**src/rtl/bot_cmd_pacer.sv**
```systemverilog
// Paces LFSR-bot moves against keyboard moves into a small FWFT queue
// and holds the engine link off for a fixed time after each hard drop.
module bot_cmd_pacer #(
   parameter int unsigned PERIOD      = 25_000_000,
   parameter int unsigned DEPTH       = 4,
   parameter int unsigned LOCK_CYCLES = 1024
) (
   input  logic                     clk,
   input  logic                     rst,
   input  logic                     bot_en,
   input  logic [7:0]               bot_cmd,
   input  logic                     key_valid,
   input  logic [2:0]               key_cmd,
   input  logic                     clr_ovf,
   output logic                     out_valid,
   input  logic                     out_ready,
   output logic [2:0]               out_cmd,
   output logic                     out_src,
   output logic [$clog2(DEPTH):0]   fifo_level,
   output logic                     overflow
);

   localparam int AW = $clog2(DEPTH);
   localparam int TW = $clog2(PERIOD);
   localparam int KW = (LOCK_CYCLES > 1) ? $clog2(LOCK_CYCLES) : 1;

   localparam logic [2:0]    HARD_DROP = 3'b110;
   localparam logic [TW-1:0] TICK_LAST = TW'(PERIOD - 1);
   localparam logic [KW-1:0] LOCK_LOAD = KW'(LOCK_CYCLES - 1);
   localparam logic [AW:0]   FULL_LVL  = (AW + 1)'(DEPTH);

   typedef enum logic {
      RUN,
      LOCK
   } state_t;

   function automatic logic is_move(input logic [2:0] c);
      return (c != 3'b000) && (c != 3'b111);
   endfunction

   logic [TW-1:0] tick_cnt;
   logic          bot_tick;

   logic          key_ok;
   logic          bot_ok;
   logic          cand;
   logic [3:0]    cand_ent;

   logic [3:0]    mem [DEPTH];
   logic [AW-1:0] wr_ptr;
   logic [AW-1:0] rd_ptr;
   logic [AW:0]   level;
   logic [3:0]    head;
   logic          full;
   logic          empty;
   logic          push;
   logic          pop;
   logic          drop;

   state_t        state;
   state_t        state_nx;
   logic [KW-1:0] lock_cnt;
   logic [KW-1:0] lock_nx;

   assign bot_tick = bot_en && (tick_cnt == TICK_LAST);

   // Any key strobe restarts the bot period.
   always_ff @(posedge clk or posedge rst) begin
      if (rst) begin
         tick_cnt <= '0;
      end else if (!bot_en || key_valid || bot_tick) begin
         tick_cnt <= '0;
      end else begin
         tick_cnt <= tick_cnt + 1'b1;
      end
   end

   assign key_ok = key_valid && is_move(key_cmd);
   assign bot_ok = bot_tick && !key_valid &&
                   (bot_cmd[7:3] == 5'd0) && is_move(bot_cmd[2:0]);

   always_comb begin
      cand     = 1'b0;
      cand_ent = '0;
      if (key_ok) begin
         cand     = 1'b1;
         cand_ent = {1'b1, key_cmd};
      end else if (bot_ok) begin
         cand     = 1'b1;
         cand_ent = {1'b0, bot_cmd[2:0]};
      end
   end

   assign head  = mem[rd_ptr];
   assign full  = (level == FULL_LVL);
   assign empty = (level == '0);
   assign pop   = out_valid && out_ready;
   assign push  = cand && (!full || pop);
   assign drop  = cand && full && !pop;

   always_ff @(posedge clk) begin
      if (push) begin
         mem[wr_ptr] <= cand_ent;
      end
   end

   always_ff @(posedge clk or posedge rst) begin
      if (rst) begin
         wr_ptr <= '0;
         rd_ptr <= '0;
         level  <= '0;
      end else begin
         if (push) begin
            wr_ptr <= wr_ptr + 1'b1;
         end
         if (pop) begin
            rd_ptr <= rd_ptr + 1'b1;
         end
         if (push && !pop) begin
            level <= level + 1'b1;
         end else if (pop && !push) begin
            level <= level - 1'b1;
         end
      end
   end

   always_ff @(posedge clk or posedge rst) begin
      if (rst) begin
         overflow <= 1'b0;
      end else if (drop) begin
         overflow <= 1'b1;
      end else if (clr_ovf) begin
         overflow <= 1'b0;
      end
   end

   always_ff @(posedge clk or posedge rst) begin
      if (rst) begin
         state    <= RUN;
         lock_cnt <= '0;
      end else begin
         state    <= state_nx;
         lock_cnt <= lock_nx;
      end
   end

   // Lock leaves on the cycle after the counter has read zero.
   always_comb begin
      state_nx = state;
      lock_nx  = lock_cnt;
      unique case (state)
         RUN: begin
            if (pop && (head[2:0] == HARD_DROP)) begin
               state_nx = LOCK;
               lock_nx  = LOCK_LOAD;
            end
         end
         LOCK: begin
            if (lock_cnt == '0) begin
               state_nx = RUN;
            end else begin
               lock_nx = lock_cnt - 1'b1;
            end
         end
      endcase
   end

   assign out_valid  = !empty && (state == RUN);
   assign out_cmd    = out_valid ? head[2:0] : 3'b000;
   assign out_src    = out_valid ? head[3] : 1'b0;
   assign fifo_level = level;

endmodule
```
**config.mk**
```make
export PLATFORM = sky130hd
export DESIGN_NAME = bot_cmd_pacer
export DESIGN_NICKNAME = d
export VERILOG_FILES = /design/src/rtl/bot_cmd_pacer.sv
export SDC_FILE = /design/constraint.sdc
export NUM_CORES = 1
export LEC_CHECK = 0
export CAP_MARGIN = 20
export CORE_UTILIZATION = 62
export CTS_CLUSTER_DIAMETER = 100
export DETAILED_ROUTE_END_ITERATION = 12
export GPL_ROUTABILITY_DRIVEN = 0
export PLACE_DENSITY_LB_ADDON = 0.15
export SYNTH_ARGS = -nofsm -noshare
export SYNTH_HDL_FRONTEND = slang
export SYNTH_SLANG_ARGS = --single-unit
```
**constraint.sdc**
```tcl
create_clock -name clk -period 5.15 [get_ports clk]
set_input_delay 1.03 -clock clk [delete_from_list [all_inputs] [get_ports clk]]
set_output_delay 1.03 -clock clk [all_outputs]
set_load 0.02 [all_outputs]
```
==> metrics.txt, run 1 <==
outcome complete, no violations; Pwr Total 1.24 mW; mean area per synthesized cell 11.0 um2; Post-DP HPWL 3990 um; WL/cell 15.0 um; CTS sink count 60; Yosys reg bits 60; Synth warnings 0; Worst R2R End fifo_level[2]$_DFFE_PP0P_; Area contributors post-synth dfrtp_1 (36%), edfxtp_1 (16%), xor2_1 (6.6%), nor2_1 (5.1%), nand3_1 (3.1%); Tmin final 3.51 ns; Final TNS setup 0 ns; die width 72 um; TritonRoute pass-1 iters 6; Clock Skew 0.00862 ns; CTS tree built; Starting Density 64.3%; Critical Path Sink Type flip-flop; gr ovfl total 0; largest net degree at the start of global routing 39; initial antenna violation count 0; maximum VDD drop 216 uV; CP Max Fanout 7; Max H-tree Level 3; DRC 0; EDFF count, synth 16; LEAKAGE 1.46 nW; CTS clk-pin slew, worst paths 0.07 ns; Yosys top cell by area dfrtp_1; syn_nets 301; Via density 5.67; first-pass GRT wire length 9500 um; worst endpoint required time 5.40 ns; synth-to-layout area growth 18.0%; min-delay worst type flip-flop to flip-flop; critical path arrival 3.76 ns; postcts setup bufs 0; Iter 0 DRT Violations 133; clock buffer depth 2; routed vias 2153; core area 0.00472 mm2; hold_ws 0.527 ns; clk_lat worst skew 0.33 ns; endpoints failing setup 0; length in cells of the worst reg-to-reg path 10; post-cts sizing count 0; Die H 72 um; Cell Area, Synth 0.00304 mm2; post-synthesis sequential area ratio 52.1%; unrepaired setup endpoints after global routing no; fin nets 333; Yosys top cell area share 36.2%; Startpoint Class primary input; Total GRT Usage 24.7%; hold buffer count at cts 0; final worst path period share 68.1%; Min-Delay Startpoint tick_cnt[0]$_DFF_PP0_; crit path kind primary input to flip-flop; Final Slew Violations 0; CTS Buf Count 9; share of cells above drive strength 1 13.1%; relative slew slack 33.9%; IO buf count 25; CP startpoint key_valid; row count 25; pwr dens 346 mW/mm2; Synth Flop Type dfrtp_1; FMAX 0.285 GHz; final wirelength 5680 um; CTS Root Buffer Type clkbuf_8; post-route ant nets 0; commonest non-fill, non-tap cell in the layout dfrtp_1; fraction of registers with async set or reset after synthesis 73.3%; vias in the first global route 2089; count of cell types in the netlist 45; Slew @ Worst Pin 0.990 ns; # diodes 0; most frequent cells in the layout dfrtp_1 (44), nor2_1 (41), clkdlybuf4s50_1 (25); endpoints failing hold 0; crit path capture fifo_level[2]$_DFFE_PP0P_; Ports 26; reg2reg start tick_cnt[6]$_DFF_PP0_; Placed Cells 364; fin util 75.9%; r2r setup slk 2.25 ns; Cells after Synth 276; die area 0.00518 mm2; Max-Cap Viols 0; fin cells 380
-- final cells by class --
cell class / instances / area, um2
sequential: 60 / 1580
clock inverter: 4 / 70.1
clock buffer: 12 / 156
tap: 67 / 83.8
fill: 328 / 1140
inverter: 11 / 41.3
timing repair buffer: 26 / 258
multi-input combinational: 200 / 1390
-- worst max-delay path, stage by stage --
cell	delay, ns
clkdlybuf4s50_1	0.47
nor4_1	0.30
nand4_1	0.19
nor4_4	0.45
o21a_4	0.22
ha_1	0.19
inv_1	0.07
fa_1	0.38
xor2_1	0.17
nor2_1	0.12
xor2_1	0.18
-- flip-flops by register name (all words and copies together), names as in the netlist --
register	count
wr_ptr	2
state	1
tick_cnt	25
fifo_level	3
mem	16
lock_cnt	10
rd_ptr	2
overflow	1
-- cell families after synthesis --
group	after synthesis	synth area share, %
buf+inv	16	2.10
mux	6	3.83
flops	60	52.1
fa+ha+maj	8	3.54
xor+xnor	32	9.23
simple gates	137	24.6
compound gates	17	4.65
-- per-layer routing --
metal,GRT usage [%],routed length [um]
met5,0,0
met4,10.9,111
met3,6.81,198
met2,41.0,2850
met1,30.4,2520
-- Yosys cell counts, types with 3 or more instances --
cell type	n
and2_1	7
mux4_2	4
nand3_1	19
and3_1	7
nor3_1	8
a21oi_1	5
nor2_1	41
edfxtp_1	16
xor2_1	23
inv_1	11
and2_2	3
xnor2_1	9
buf_2	3
o21ai_0	3
nand2_1	23
ha_1	7
nand4_1	10
dfrtp_1	44
-- how the worst min path moves through the flow --
| stage | cells after the start | endpoint | slack, ns |
|---|---|---|---|
| finish | 1 | tick_cnt[0]$_DFF_PP0_ | 0.53 |
| detailed placement | 1 | tick_cnt[0]$_DFF_PP0_ | 0.52 |
| global placement | 1 | tick_cnt[0]$_DFF_PP0_ | 0.50 |
| CTS | 1 | tick_cnt[0]$_DFF_PP0_ | 0.53 |
| floorplan | 1 | tick_cnt[0]$_DFF_PP0_ | 0.47 |
| global route | 1 | tick_cnt[0]$_DFF_PP0_ | 0.54 |
-- power breakdown --
group / internal (mW) / total [mW] / switching (mW)
Clock: 0.301 / 0.480 / 0.179
Combinational: 0.0964 / 0.191 / 0.0951
Sequential: 0.534 / 0.568 / 0.0339
Total: 0.931 / 1.24 / 0.308
-- per-stage QoR --
stage	cell area (um2)	setup slack [ns]
after floorplan	3040	2.05
after global placement	3360	1.46
after detailed placement	3360	1.30
after CTS	3580	1.66
after global routing	3580	1.40
final	3580	1.64
Note: power is estimated with default switching activity, not from simulation.
==> run 2: changes to the inputs <==
Settings changed: CORE_UTILIZATION 62 to 57.
Clock period 5.15 ns to 3.6 ns, I/O delays scaled along.
==> metrics.txt, run 2 (synthesized netlist as in run 1, its figures left out) <==
outcome complete, no violations; Die H 75.0 um; fin nets 336; area of the multi-input gates 0.00139 mm2; post-cts sizing count 0; routed vias 2056; DRC 0; maximum VDD drop 359 uV; largest registers tick_cnt: 25 flops, mem: 16 flops, lock_cnt: 10 flops; Max H-tree Level 3; initial antenna violation count 0; TritonRoute pass-1 iters 4; fin cells 386; Total GRT Usage 22.6%; CTS tree built; pwr dens 456 mW/mm2; Final TNS setup 0 ns; CTS sink count 60; die area 0.00563 mm2; Clock Skew 0.00842 ns; CTS clk-pin slew, worst paths 0.07 ns; worst endpoint required time 3.86 ns; unrepaired setup endpoints after global routing no; Critical Path Sink Type flip-flop; WL/cell 13.7 um; LEAKAGE 1.45 nW; max reg flops 25; most flop-heavy register tick_cnt; min-delay worst type flip-flop to flip-flop; largest net degree at the start of global routing 26; postcts setup bufs 0; share of cells above drive strength 1 13.9%; hold depth 1; synth-to-layout area growth 17.3%; clk_lat worst skew 0.34 ns; CP Max Fanout 7; clock buffer depth 2; relative slew slack 35.9%; die width 75.0 um; Starting Density 59.5%; Slew @ Worst Pin 0.953 ns; Placed Cells 370; FMAX 0.334 GHz; critical path arrival 3.26 ns; final wirelength 5280 um; Iter 0 DRT Violations 73; first-pass GRT wire length 9160 um; row count 26; Min-Delay Startpoint tick_cnt[0]$_DFF_PP0_; hold buffer count at cts 0; WHS Endpoint tick_cnt[0]$_DFF_PP0_; length in cells of the worst reg-to-reg path 10; crit path kind primary input to flip-flop; CTS Buf Count 9; gr ovfl total 0; IO buf count 25; Post-DP HPWL 3890 um; fin util 69.8%; Tmin final 3.00 ns; reg2reg start tick_cnt[6]$_DFF_PP0_; commonest non-fill, non-tap cell in the layout dfrtp_1; # diodes 0; post-route ant nets 0; endpoints failing hold 0; Via density 5.33; # fillers 406; core area 0.00511 mm2; vias in the first global route 2082; Ports 26; CTS Root Buffer Type clkbuf_8; final worst path period share 83.2%; r2r setup slk 0.93 ns; Startpoint Class primary input; Max-Cap Viols 0; Worst R2R End fifo_level[2]$_DFFE_PP0P_; most frequent cells in the layout dfrtp_1 (44), nor2_1 (41), clkdlybuf4s50_1 (25); endpoints failing setup 0; sequential cell area 0.00158 mm2; Final Slew Violations 0
==> run 2: layer usage <==
layer	vias up	wire length [um]	track usage, %
li1	1031	-	-
met1	981	2400	27.1
met2	31	2560	37.0
met3	13	196	7.90
met4	0	124	10.1
met5	-	0	0
==> run 2: where the power goes <==
group | internal (mW) | switching (mW) | leakage [nW] | total [mW]
registers | 0.765 | 0.0477 | 0.708 | 0.812
logic | 0.138 | 0.131 | 0.650 | 0.270
clock network | 0.288 | 0.256 | 0.0896 | 0.544
total | 1.19 | 0.435 | 1.45 | 1.63
==> run 2: per-stage QoR <==
| step | instance area, um2 | total power, mW | worst slack (ns) | hold slack [ns] |
|---|---|---|---|---|
| 2_1_floorplan | 3040 | 0.992 | 0.812 | 0.475 |
| 3_3_place_gp | 3380 | 1.09 | 0.296 | 0.500 |
| 3_5_place_dp | 3380 | 1.10 | 0.242 | 0.509 |
| 4_1_cts | 3560 | 1.65 | 0.600 | 0.517 |
| 5_1_grt | 3560 | 1.71 | 0.421 | 0.567 |
| 6_report | 3560 | 1.63 | 0.603 | 0.521 |
==> run 2: how the worst max path moves through the flow <==
stage	end	from	slack, ns	depth (start not counted)
detailed placement	fifo_level[2]$_DFFE_PP0P_	key_valid	0.24	11
global placement	fifo_level[2]$_DFFE_PP0P_	key_valid	0.30	11
floorplan	fifo_level[2]$_DFFE_PP0P_	key_valid	0.81	10
finish	fifo_level[2]$_DFFE_PP0P_	key_valid	0.60	11
CTS	fifo_level[2]$_DFFE_PP0P_	key_valid	0.60	11
global route	fifo_level[2]$_DFFE_PP0P_	key_valid	0.42	11
==> run 2: area by class of cell <==
type / instances / area share [%]
multi-input cells: 200 / 39.1
clock inverters: 3 / 0.597
well taps: 70 / 2.46
clock buffers: 13 / 4.46
inverters: 11 / 1.16
flip-flops and latches: 60 / 44.4
repair buffers: 29 / 7.87
==> run 2: critical path, stage by stage <==
cell	delay, ns
clkdlybuf4s50_1	0.46
nor4_1	0.29
nand4_1	0.19
nor4_4	0.34
o21a_4	0.20
ha_1	0.19
inv_1	0.06
fa_1	0.38
xor2_1	0.17
nor2_1	0.11
xor2_1	0.15
